--- config.mk ---
export PLATFORM = sky130hd
export DESIGN_NAME = mem_port_arbiter
export DESIGN_NICKNAME = d
export VERILOG_FILES = /design/src/rtl/mem_port_arbiter_pkg.sv /design/src/rtl/mem_arb_timer.sv /design/src/rtl/mem_port_arbiter.sv
export SDC_FILE = /design/constraint.sdc
export NUM_CORES = 1
export LEC_CHECK = 0
export CAP_MARGIN = 20
export CORE_UTILIZATION = 44
export CTS_CLUSTER_DIAMETER = 120
export DETAILED_ROUTE_END_ITERATION = 7
export GPL_ROUTABILITY_DRIVEN = 0
export PLACE_DENSITY_LB_ADDON = 0.05
export SYNTH_ARGS = -nofsm -noshare
export SYNTH_HDL_FRONTEND = slang
export SYNTH_SLANG_ARGS = --single-unit
export TNS_END_PERCENT = 100
--- constraint.sdc ---
create_clock -name clk -period 3.7 [get_ports clk]
set_input_delay 0.74 -clock clk [delete_from_list [all_inputs] [get_ports clk]]
set_output_delay 0.74 -clock clk [all_outputs]
set_load 0.05 [all_outputs]
--- src/rtl/mem_port_arbiter_pkg.sv ---
// ============================================================================
// mem_port_arbiter_pkg : shared FSM/grant encodings for the memory port arbiter
// Revision 1.0
// ============================================================================
`default_nettype none

package mem_port_arbiter_pkg;

   typedef enum logic [1:0] {
      ARB_IDLE   = 2'b00,
      ARB_BUSY_I = 2'b01,
      ARB_BUSY_D = 2'b10,
      ARB_DONE   = 2'b11
   } arb_state_t;

   typedef enum logic {
      GNT_IF = 1'b0,
      GNT_D  = 1'b1
   } gnt_id_t;

   // Word access type as encoded by the CPU control decoder (DMType).
   localparam logic [2:0] DM_WORD = 3'b000;

   function automatic logic [2:0] sat_inc3(input logic [2:0] v, input logic [2:0] lim);
      return (v >= lim) ? lim : v + 3'd1;
   endfunction

endpackage

`default_nettype wire

--- src/rtl/mem_arb_timer.sv ---
// ============================================================================
// mem_arb_timer : BUSY-cycle counter, flags expiry at TIMEOUT-1
// Revision 1.0
// ============================================================================
`default_nettype none

module mem_arb_timer #(
   parameter int TIMEOUT = 255
) (
   input  logic clk,
   input  logic reset_n,
   input  logic i_clr,
   input  logic i_en,
   output logic o_expired
);

   localparam logic [7:0] C_LAST = 8'(TIMEOUT - 1);

   logic [7:0] r_cnt;

   always_ff @(posedge clk or negedge reset_n) begin
      if (!reset_n) begin
         r_cnt <= '0;
      end else if (i_clr) begin
         r_cnt <= '0;
      end else if (i_en && !o_expired) begin
         r_cnt <= r_cnt + 8'd1;
      end
   end

   assign o_expired = (r_cnt == C_LAST);

endmodule

`default_nettype wire

--- src/rtl/mem_port_arbiter.sv ---
// ============================================================================
// mem_port_arbiter : shares one req/ack memory port between IF and MEM stages
// Revision 1.0
// ============================================================================
`default_nettype none

module mem_port_arbiter
   import mem_port_arbiter_pkg::*;
#(
   parameter int AW           = 32,
   parameter int DW           = 32,
   parameter int TIMEOUT      = 255,
   parameter int STARVE_LIMIT = 4
) (
   input  logic          clk,
   input  logic          reset_n,
   input  logic          if_req,
   input  logic [AW-1:0] if_addr,
   output logic [DW-1:0] if_rdata,
   output logic          if_ready,
   output logic          if_err,
   input  logic          d_req,
   input  logic          d_we,
   input  logic [2:0]    d_type,
   input  logic [AW-1:0] d_addr,
   input  logic [DW-1:0] d_wdata,
   output logic [DW-1:0] d_rdata,
   output logic          d_ready,
   output logic          d_err,
   output logic          mem_req,
   output logic          mem_we,
   output logic [2:0]    mem_type,
   output logic [AW-1:0] mem_addr,
   output logic [DW-1:0] mem_wdata,
   input  logic [DW-1:0] mem_rdata,
   input  logic          mem_ack
);

   localparam logic [2:0] C_STARVE_LIM = 3'(STARVE_LIMIT);

   arb_state_t    r_state;
   arb_state_t    w_state_nxt;
   gnt_id_t       w_gnt_id;
   logic          w_grant;
   logic          w_fin_ok;
   logic          w_fin_to;
   logic          w_busy;
   logic          w_expired;

   logic [2:0]    r_starve;
   logic          r_mem_req;
   logic          r_mem_we;
   logic [2:0]    r_mem_type;
   logic [AW-1:0] r_mem_addr;
   logic [DW-1:0] r_mem_wdata;
   logic [DW-1:0] r_if_rdata;
   logic [DW-1:0] r_d_rdata;
   logic          r_if_ready;
   logic          r_if_err;
   logic          r_d_ready;
   logic          r_d_err;

   assign w_busy = (r_state == ARB_BUSY_I) || (r_state == ARB_BUSY_D);

   mem_arb_timer #(
      .TIMEOUT (TIMEOUT)
   ) u_timer (
      .clk       (clk),
      .reset_n   (reset_n),
      .i_clr     (w_grant),
      .i_en      (w_busy),
      .o_expired (w_expired)
   );

   always_ff @(posedge clk or negedge reset_n) begin
      if (!reset_n) begin
         r_state <= ARB_IDLE;
      end else begin
         r_state <= w_state_nxt;
      end
   end

   // Data normally wins; a fetch that has waited out STARVE_LIMIT data grants goes first.
   always_comb begin
      w_state_nxt = r_state;
      w_grant     = 1'b0;
      w_gnt_id    = GNT_IF;
      w_fin_ok    = 1'b0;
      w_fin_to    = 1'b0;
      case (r_state)
         ARB_IDLE: begin
            if (d_req && !(if_req && (r_starve == C_STARVE_LIM))) begin
               w_grant     = 1'b1;
               w_gnt_id    = GNT_D;
               w_state_nxt = ARB_BUSY_D;
            end else if (if_req) begin
               w_grant     = 1'b1;
               w_gnt_id    = GNT_IF;
               w_state_nxt = ARB_BUSY_I;
            end
         end
         ARB_BUSY_I, ARB_BUSY_D: begin
            if (mem_ack) begin
               w_fin_ok    = 1'b1;
               w_state_nxt = ARB_DONE;
            end else if (w_expired) begin
               w_fin_to    = 1'b1;
               w_state_nxt = ARB_DONE;
            end
         end
         default: begin
            w_state_nxt = ARB_IDLE;
         end
      endcase
   end

   always_ff @(posedge clk or negedge reset_n) begin
      if (!reset_n) begin
         r_starve    <= '0;
         r_mem_req   <= 1'b0;
         r_mem_we    <= 1'b0;
         r_mem_type  <= '0;
         r_mem_addr  <= '0;
         r_mem_wdata <= '0;
         r_if_rdata  <= '0;
         r_d_rdata   <= '0;
         r_if_ready  <= 1'b0;
         r_if_err    <= 1'b0;
         r_d_ready   <= 1'b0;
         r_d_err     <= 1'b0;
      end else begin
         r_if_ready <= 1'b0;
         r_if_err   <= 1'b0;
         r_d_ready  <= 1'b0;
         r_d_err    <= 1'b0;
         if (w_grant) begin
            r_mem_req <= 1'b1;
            if (w_gnt_id == GNT_D) begin
               r_mem_we    <= d_we;
               r_mem_type  <= d_type;
               r_mem_addr  <= d_addr;
               r_mem_wdata <= d_wdata;
               r_starve    <= if_req ? sat_inc3(r_starve, C_STARVE_LIM) : 3'd0;
            end else begin
               r_mem_we    <= 1'b0;
               r_mem_type  <= DM_WORD;
               r_mem_addr  <= if_addr;
               r_mem_wdata <= '0;
               r_starve    <= 3'd0;
            end
         end
         // Ready pulses are raised on entry to DONE so they are high for the DONE cycle only.
         if (w_fin_ok || w_fin_to) begin
            r_mem_req <= 1'b0;
            if (r_state == ARB_BUSY_D) begin
               r_d_ready <= 1'b1;
               r_d_err   <= w_fin_to;
               r_d_rdata <= (w_fin_to || r_mem_we) ? '0 : mem_rdata;
            end else begin
               r_if_ready <= 1'b1;
               r_if_err   <= w_fin_to;
               r_if_rdata <= w_fin_to ? '0 : mem_rdata;
            end
         end
      end
   end

   assign mem_req   = r_mem_req;
   assign mem_we    = r_mem_we;
   assign mem_type  = r_mem_type;
   assign mem_addr  = r_mem_addr;
   assign mem_wdata = r_mem_wdata;
   assign if_rdata  = r_if_rdata;
   assign if_ready  = r_if_ready;
   assign if_err    = r_if_err;
   assign d_rdata   = r_d_rdata;
   assign d_ready   = r_d_ready;
   assign d_err     = r_d_err;

endmodule

`default_nettype wire

==> results of run 1 <==
power by group:
part / leakage, nW / internal, mW / switching [mW]
logic: 1.88 / 1.96 / 3.53
clock network: 0.317 / 1.21 / 0.673
registers: 1.86 / 2.34 / 0.408
Yosys cell counts (2+ instances only):
| cell | n | area (um^2) |
|---|---|---|
| ha_1 | 7 | 87.58 |
| buf_1 | 2 | 7.510 |
| a21oi_1 | 6 | 30.03 |
| o22ai_1 | 32 | 200.2 |
| o21ai_0 | 6 | 30.03 |
| clkbuf_1 | 14 | 52.55 |
| inv_1 | 8 | 30.03 |
| buf_2 | 14 | 70.07 |
| dfrtp_1 | 150 | 3754 |
| buf_6 | 3 | 33.78 |
| and3_1 | 3 | 18.77 |
| nand2_1 | 10 | 37.54 |
| a22o_1 | 100 | 875.8 |
| nor2_1 | 77 | 289.0 |
| xnor2_1 | 5 | 43.79 |
| o31ai_1 | 2 | 15.01 |
| nand3_1 | 6 | 30.03 |
| nand4_1 | 3 | 18.77 |
| mux2_2 | 2 | 22.52 |
path summary, 6_finish.rpt:
| check | from | endpoint | cells past startpoint |
|---|---|---|---|
| max reg2reg | r_state[0] | if_rdata[7] | 7 |
| min in group clk | d_rdata[11] | d_rdata[11] | 1 |
| min reg2reg | d_rdata[11] | d_rdata[11] | 1 |
| max in group asynchronous | reset_n | d_rdata[22] | 2 |
| min | reset_n | d_rdata[18] | 1 |
| max | mem_we | mem_we | 1 |
worst register-to-register path, delay by kind of cell (launching register included):
kind / cells / cell delay, ns
simple gates: 2 / 0.51
compound gates: 2 / 0.40
buf+inv: 2 / 0.41
flops: 1 / 0.37
fa+ha+maj: 1 / 0.42
sequential cells by signal (all words and copies together), names as in the netlist, 2 cells and up:
register and count:
d_rdata 32, if_rdata 32, mem_addr 32, mem_type 3, mem_wdata 32, r_starve 3
r_state 2, u_timer.r_cnt 8
metrics by stage:
step / cells / hold WS (ns)
2_1_floorplan: 466 / 0.4444
3_3_place_gp: 887 / 0.4871
3_5_place_dp: 887 / 0.4899
4_1_cts: 919 / 0.4399
5_1_grt: 920 / 0.4689
6_report: 920 / 0.4129
metal layers:
| metal | GRT usage [%] | up-vias |
|---|---|---|
| met5 | 0 | - |
| met1 | 30.77 | 2467 |
| met2 | 43.55 | 192 |
| li1 | - | 2251 |
| met4 | 8.439 | 0 |
| met3 | 7.732 | 22 |
cells in the final DEF (no fill, tap or decap), types with 6 or more instances in the layout:
master and instances:
a21oi_1 6, a22o_1 100, buf_4 8, clkbuf_16 17, clkdlybuf4s50_1 272, dfrtp_1 150
ha_1 7, inv_1 8, nand2_1 10, nand3_1 6, nor2_1 76, o22ai_1 32
final cells by class:
type                       instances  share of cell area, %
sequential                       150                  40.16
timing repair buffer             283                  30.40
multi-input combinational        275                  19.89
clock buffer                      19                  4.739
tap                              172                  2.303
clock inverter                    13                  2.182
inverter                           8                 0.3213
kinds of logic after synthesis:
group	count (synthesis)	synth area share, %
multiplexers	3	0.5617
AND/OR/NAND/NOR	108	8.231
XOR/XNOR	5	0.7561
adder cells (fa/ha/maj)	7	1.512
AO/OA/AOI/OAI	152	20.78
buffers and inverters	41	3.349
flip-flops	150	64.81
==> impl_results.md, run 1 <==
* Status: finished clean
* Min cycle time layout at 2.432 ns
* Yosys Warn Count at 0
* Gr usage total at 25.47%
* Worst-path fanout max at 3
* P_leak at 4.060 nW
* Clk sinks at 150
* Critical path class: reg -> out
* Async SR Flop Fraction at 100.0%
* Slowest CP cell: clkdlybuf4s50_1
* Final nets at 879
* Die H at 116.7 um
* Routed length on met1 at 6785 um
* Worst Tran Pin Value at 0.8718 ns
* Vias in the first global route at 4914
* Final Setup Violations at 0
* Max rail drop VDD at 0.6622 mV
* Layout Area Growth over Synthesis at 61.37%
* Worst path buffer plus inverter count at 1
* Number of synthesized register bits at 150
* Via count at 4932
* Synth unique cells at 35
* EDFF count, synth at 0
* DIE WIDTH at 116.7 um
* Drt first pass iters at 4
* DR vias/cell at 5.361
* F_max at 411.2 MHz
* Resize count post-CTS at 0
* Clk_skew at 0.009123 ns
* Num rows at 41
* WL final at 17340 um
* DR WL/cell at 18.84 um
* Share of layout cells above drive strength 1 at 6.818%
* # diodes at 0
* Worst Hold Class: in -> async
* Wire length of the first global-routing pass at 26040 um
* Register area share after synthesis at 64.81%
* Routed met2 length at 9105 um
* Core Box Area at 12720 um^2
* Die area at 13630 um^2
* Cells after Synth at 466
* Cell area after synthesis at 5792 um^2
* Detailed-placement wirelength estimate at 12010 um
* Syn_area_per_cell at 12.43 um^2
* CTS tree: yes
* Footprint of the multi-input gates at 1859 um^2
* Starting density of the core at 45.53%
* Port bufs at 273
* Max incr delay on CP at 0.84 ns
* Syn Nets at 610
* Startpoint Class: register
* Wire length on met3 at 1166 um
* Max-slew headroom at 41.88%
* Final global-route overflow total at 0
* Initial antenna violation count at 0
* RSZ-0062 raised after global routing: false
* Reg-to-reg slack, setup at 1.47 ns
* Post-DRT Antenna Nets at 0
* Final Power at 10.12 mW
* Max clock buf depth at 2
* Crit-path cells: clkdlybuf4s50_1
* Final setup margin at 1.268 ns
* Power Dens Cells at 1083 nW/um^2
* WP data required at 2.96 ns
* Main synth FF type: dfrtp_1
* H-tree Lvls at 4
* Final Util at 73.47%
* Worst path top cell family by delay: buffers and inverters
* Top Metal Used: met4
* Fin crit share at 65.73%
* Dpl cell area at 8672 um^2
* Crit path DAT at 1.69 ns
* Total CTS buffers at 17
* Number of setup buffers added after CTS at 0
* Register area at 3754 um^2
* Clock Pin Slew Worst Setup and Hold Paths at 0.06 ns
* Remaining DRCs at 0
* Max-capacitance violation count at 0
* Setup TNS at 0 ns
* Initial DRC Count at 335
* Skew-Pair Late Insertion Delay at 0.42 ns
* Cts hold-fix bufs at 0
* Clk root buf: clkbuf_16
* Place WS at 1.031 ns
* IO Pins at 274
* Crit. End Element: primary output
* Design area at 9346 um^2
* Largest net degree at the start of global routing at 94
* Number of hold violations in the final report at 0
* Pins over their slew limit at 0
* Fill cells at 955
(Power assumes the default switching activity.)
==> run 2, diff against run 1 <==
--- a/config.mk
+++ b/config.mk
@@ -6,7 +6,7 @@
 export NUM_CORES = 1
 export LEC_CHECK = 0
 export CAP_MARGIN = 20
-export CORE_UTILIZATION = 44
+export CORE_UTILIZATION = 37
 export CTS_CLUSTER_DIAMETER = 120
 export DETAILED_ROUTE_END_ITERATION = 7
 export GPL_ROUTABILITY_DRIVEN = 0
==> constraint.sdc (replaced) <==
create_clock -name clk -period 2.1 [get_ports clk]
set_input_delay 0.42 -clock clk [delete_from_list [all_inputs] [get_ports clk]]
set_output_delay 0.42 -clock clk [all_outputs]
set_load 0.05 [all_outputs]
==> run 2 against run 1 <==
  * Final cell count grew 4.6%
  * Power up 74%
  * Count of clock-buffer cells in the layout is 2 higher
  * Critical path type unchanged
==> impl_results.md, run 2 (synthesis gave the netlist of run 1 again) <==
* Fin crit share at 96.68%
* Combinational share of power at 55.3%
* Max-capacitance violation count at 0
* Port bufs at 273
* Share of layout cells above drive strength 1 at 7.057%
* WL final at 16690 um
* Clk_skew at 0.009428 ns
* Gr usage total at 21.09%
* IO Pins at 274
* RSZ-0062 raised after global routing: false
* Layout Area Growth over Synthesis at 62.89%
* # diodes at 0
* Total CTS buffers at 17
* Power Dens Cells at 1868 nW/um^2
* Clock Pin Slew Worst Setup and Hold Paths at 0.06 ns
* Final global-route overflow total at 0
* Startpoint Class: register
* Drt first pass iters at 4
* CTS tree: yes
* Crit. End Element: primary output
* Wire length of the first global-routing pass at 26400 um
* Footprint of the multi-input gates at 1859 um^2
* Worst Hold Class: reg -> reg
* Via count at 4836
* Post-DRT Antenna Nets at 0
* Die H at 127.1 um
* Critical path class: reg -> out
* Max incr delay on CP at 0.83 ns
* Min cycle time layout at 2.030 ns
* Worst Tran Pin Value at 0.5497 ns
* Starting density of the core at 37.96%
* Initial DRC Count at 270
* Register area at 3754 um^2
* Psw at 8.041 mW
* Max-slew headroom at 63.24%
* Number of hold violations in the final report at 0
* Internal Power at 9.586 mW
* Worst-path fanout max at 2
* Initial antenna violation count at 0
* Part of the power in registers at 27.4%
* Vias in the first global route at 4946
* Most common cell after layout, fill and taps aside: clkdlybuf4s50_1
* Clk root buf: clkbuf_16
* DR WL/cell at 17.35 um
* Worst path top cell family by delay: buffers and inverters
* F_max at 492.5 MHz
* Crit-path cells: clkdlybuf4s50_1
* DIE WIDTH at 127.1 um
* Num rows at 45
* DR vias/cell at 5.027
* P_leak at 4.068 nW
* Dpl cell area at 8838 um^2
* Finished Layout Cells at 962
* Pins over their slew limit at 0
* Die area at 16160 um^2
* Power share of the clock group at 17.3%
* Crit path DAT at 1.61 ns
* Placed Instances at 932
* Remaining DRCs at 0
* WP data required at 1.68 ns
* Largest net degree at the start of global routing at 55
* Worst path buffer plus inverter count at 1
* Detailed-placement wirelength estimate at 11880 um
* Setup TNS at 0 ns
* Max clock buf depth at 2
* Design area at 9434 um^2
* Clk sinks at 150
* Final nets at 885
* Switching share of power at 45.62%
* H-tree Lvls at 4
* Status: finished clean
* Skew-Pair Late Insertion Delay at 0.41 ns
* Max rail drop VDD at 0.8798 mV
* Core Box Area at 15260 um^2
* Most frequent cells in the layout: 270 x clkdlybuf4s50_1, 150 x dfrtp_1, 100 x a22o_1
* Final Setup Violations at 0
* Fill cells at 1193
* Slowest CP cell: clkdlybuf4s50_1
## run 2: changes by cell type in the layout (fill, tap and decap cells not counted), moves of 2 or more
| cell | before | now |
|---|---|---|
| clkinv_2 | 4 | 1 |
| clkinvlp_4 | 1 | 3 |
| buf_12 | 1 | 7 |
| clkinv_4 | 3 | 1 |
| bufinv_16 | 5 | 3 |
| clkdlybuf4s50_1 | 272 | 270 |
## run 2: final timing paths
path	start	end	cells past startpoint	slack, ns
min in group asynchronous	reset_n	d_rdata[17]	2	0.53
setup reg to reg	r_state[0]	d_rdata[13]	7	0.19
hold reg to reg	d_rdata[17]	d_rdata[17]	1	0.50
hold / removal	d_rdata[17]	d_rdata[17]	1	0.50
max in group asynchronous	reset_n	mem_addr[1]	3	0.96
setup / recovery	if_rdata[5]	if_rdata[5]	1	0.07
## run 2: cell type report
class / instances / share of cell area (%)
flip-flops and latches: 150 / 39.79
clock buffers: 21 / 4.881
inverters: 8 / 0.3183
well taps: 211 / 2.798
repair buffers: 289 / 31.17
multi-input cells: 275 / 19.71
clock inverters: 8 / 1.340
## run 2: worst register-to-register path, delay by kind of cell (launching register included)
| kind | cells | cell delay [ns] |
|---|---|---|
| compound gates | 2 | 0.45 |
| buf+inv | 2 | 0.29 |
| simple gates | 2 | 0.25 |
| fa+ha+maj | 1 | 0.44 |
| flops | 1 | 0.37 |
## run 2: metrics by stage
stage / power (mW) / hold WS (ns) / setup WS [ns] / utilization, %
floorplan: 11.18 / 0.1244 / 0.3644 / -
global placement: 14.51 / 0.4111 / 0.1666 / 57.93
detailed placement: 14.66 / 0.4218 / 0.1469 / 57.93
CTS: 17.75 / 0.5079 / 0.03699 / 61.83
global route: 18.43 / 0.5174 / 0.01974 / 61.83
finish: 17.63 / 0.4990 / 0.06967 / 61.83
## run 2: timing repair
action | CTS | global route
setup buffers | 0 | 0
hold buffers | 1 | 0
setup endpoints to repair | 1 | 0
resized for setup | 1 | 0
hold endpoints to repair | 51 | 0
## run 2: power by group through the flow
stage	sequential, mW	combinational [mW]	clock [mW]
final	4.83	9.75	3.05
after detailed placement	4.87	9.80	0
after CTS	4.84	9.81	3.10
after global routing	4.99	10.2	3.22
after floorplan	8.75	2.43	0
after global placement	4.84	9.67	0
## run 2: layer usage
layer	vias to the layer above	part of all wire [%]	global-route usage (%)	wire length, um
li1	2264	-	-	-
met1	2370	43	27.57	7233
met2	175	49	33.94	8205
met3	27	4.9	4.564	817
met4	0	2.6	9.174	429
met5	-	0	0	0
==> run 3, diff against run 2 <==
--- a/config.mk
+++ b/config.mk
@@ -6,7 +6,8 @@
 export NUM_CORES = 1
 export LEC_CHECK = 0
 export CAP_MARGIN = 20
-export CORE_UTILIZATION = 37
+export CORE_UTILIZATION = 38
+export CTS_BUF_LIST = sky130_fd_sc_hd__clkbuf_8
 export CTS_CLUSTER_DIAMETER = 120
 export DETAILED_ROUTE_END_ITERATION = 7
 export GPL_ROUTABILITY_DRIVEN = 0
==> run 3 against run 2 <==
  * The flow now finishes with violations (DRC)
  * Critical path depth did not move
  * Highest routed layer unchanged
  * Final area fell by 1.2%
  * Clock power fell by 20%
==> impl_results.md, run 3 (synthesis gave the netlist of run 1 again) <==
* Die H at 125.5 um
* WP data required at 1.68 ns
* H-tree Lvls at 4
* Largest net degree at the start of global routing at 54
* Max-capacitance violation count at 0
* Drt first pass iters at 7
* Most frequent cells in the layout: 242 x clkdlybuf4s50_1, 150 x dfrtp_1, 100 x a22o_1
* Final nets at 883
* Remaining DRCs at 18
* Max incr delay on CP at 0.84 ns
* Fin crit share at 97.37%
* Layout Area Growth over Synthesis at 60.96%
* Port bufs at 273
* WL final at 16450 um
* Final setup margin at 0.05516 ns
* Number of hold violations in the final report at 0
* Skew-Pair Late Insertion Delay at 0.43 ns
* Final global-route overflow total at 0
* Clk sinks at 150
* Crit path DAT at 1.62 ns
* Final Setup Violations at 0
* Die area at 15740 um^2
* Clock Pin Slew Worst Setup and Hold Paths at 0.07 ns
* Pins over their slew limit at 0
* Worst path buffer plus inverter count at 1
* IO Pins at 274
* Initial antenna violation count at 0
* # diodes at 0
* Core Box Area at 14700 um^2
* Total CTS buffers at 17
* Slowest CP cell: clkdlybuf4s50_1
* DR WL/cell at 17.61 um
* Worst-path fanout max at 2
* Place WS at 0.1493 ns
* Post-DRT Antenna Nets at 0
* Clk_skew at 0.008639 ns
* Failing checks: DRC
* Starting density of the core at 39.40%
* P_leak at 4.353 nW
* Crit-path cells: clkdlybuf4s50_1
* Max-slew headroom at 62.48%
* Most common cell after layout, fill and taps aside: clkdlybuf4s50_1
* Share of layout cells above drive strength 1 at 7.067%
* CTS tree: yes
* Crit. End Element: primary output
* RSZ-0062 raised after global routing: false
* Finished Layout Cells at 934
* Vias in the first global route at 4931
* Setup TNS at 0 ns
* Placed Instances at 903
* Gr usage total at 21.40%
* Fill cells at 1186
* Number of setup buffers added after CTS at 0
* Final Util at 63.42%
* Power Dens Cells at 1822 nW/um^2
* Dpl cell area at 8805 um^2
* Initial DRC Count at 354
* Max clock buf depth at 2
* F_max at 489.0 MHz
* Status: complete, but fails checks
* Detailed-placement wirelength estimate at 11520 um
* Design area at 9323 um^2
* Wire length of the first global-routing pass at 26290 um
* Max rail drop VDD at 0.9049 mV
* Num rows at 44
* DR vias/cell at 5.187
* Min cycle time layout at 2.045 ns
* Critical path class: reg -> out
* Clk root buf: clkbuf_8
* Via count at 4845
* Startpoint Class: register
* DIE WIDTH at 125.5 um
* Worst Hold Class: reg -> reg
* Worst Tran Pin Value at 0.5620 ns
* Worst path top cell family by delay: buffers and inverters
[run 3: worst paths after layout]
kind,startpoint,endpoint,slack [ns],cells after the start
hold / removal,mem_req,mem_req,0.49,2
max in group asynchronous,reset_n,mem_type[1],0.94,3
setup / recovery,d_rdata[25],d_rdata[25],0.06,1
hold reg to reg,mem_req,mem_req,0.49,2
min in group asynchronous,reset_n,if_rdata[26],0.53,2
setup reg to reg,r_state[1],d_rdata[27],0.19,7
[run 3: layer usage]
layer | share of wire [%] | GRT usage [%]
met4 | 1.7 | 7.676
met5 | 0 | 0
met3 | 5.5 | 5.691
met1 | 43 | 27.20
met2 | 50 | 35.20
[run 3: timing repair]
action                                 CTS  global route
hold buffers                             1             0
gates resized for setup                  2            28
endpoints found under the hold margin   50             0
setup endpoints to repair                2            28
[run 3: report_power, final]
part	total, mW	switching (mW)	internal (mW)
logic	9.74	6.19	3.54
registers	4.81	0.695	4.11
clock network	2.44	1.04	1.40
[run 3: cell type report]
cell class,count,area [um^2],share of cell area (%)
sequential,150,3754,40.26
tap,184,230.2,2.469
clock buffer,17,234.0,2.510
multi-input combinational,275,1859,19.94
timing repair buffer,287,3009,32.28
inverter,8,30.03,0.3221
clock inverter,13,206.4,2.214
[run 3: through the flow]
step / power [mW] / hold WS, ns
finish: 16.98 / 0.4940
CTS: 17.16 / 0.5121
global route: 17.80 / 0.5225
global placement: 14.53 / 0.4117
detailed placement: 14.68 / 0.4053
floorplan: 11.18 / 0.1244
[run 3: worst register-to-register path: stages, from the launching register on]
cell and delay [ns]:
dfrtp_1 0.40, inv_1 0.06, ha_1 0.43, nand4_1 0.16, o21ai_2 0.18, nand2_1 0.12, buf_12 0.19, a22o_1 0.27
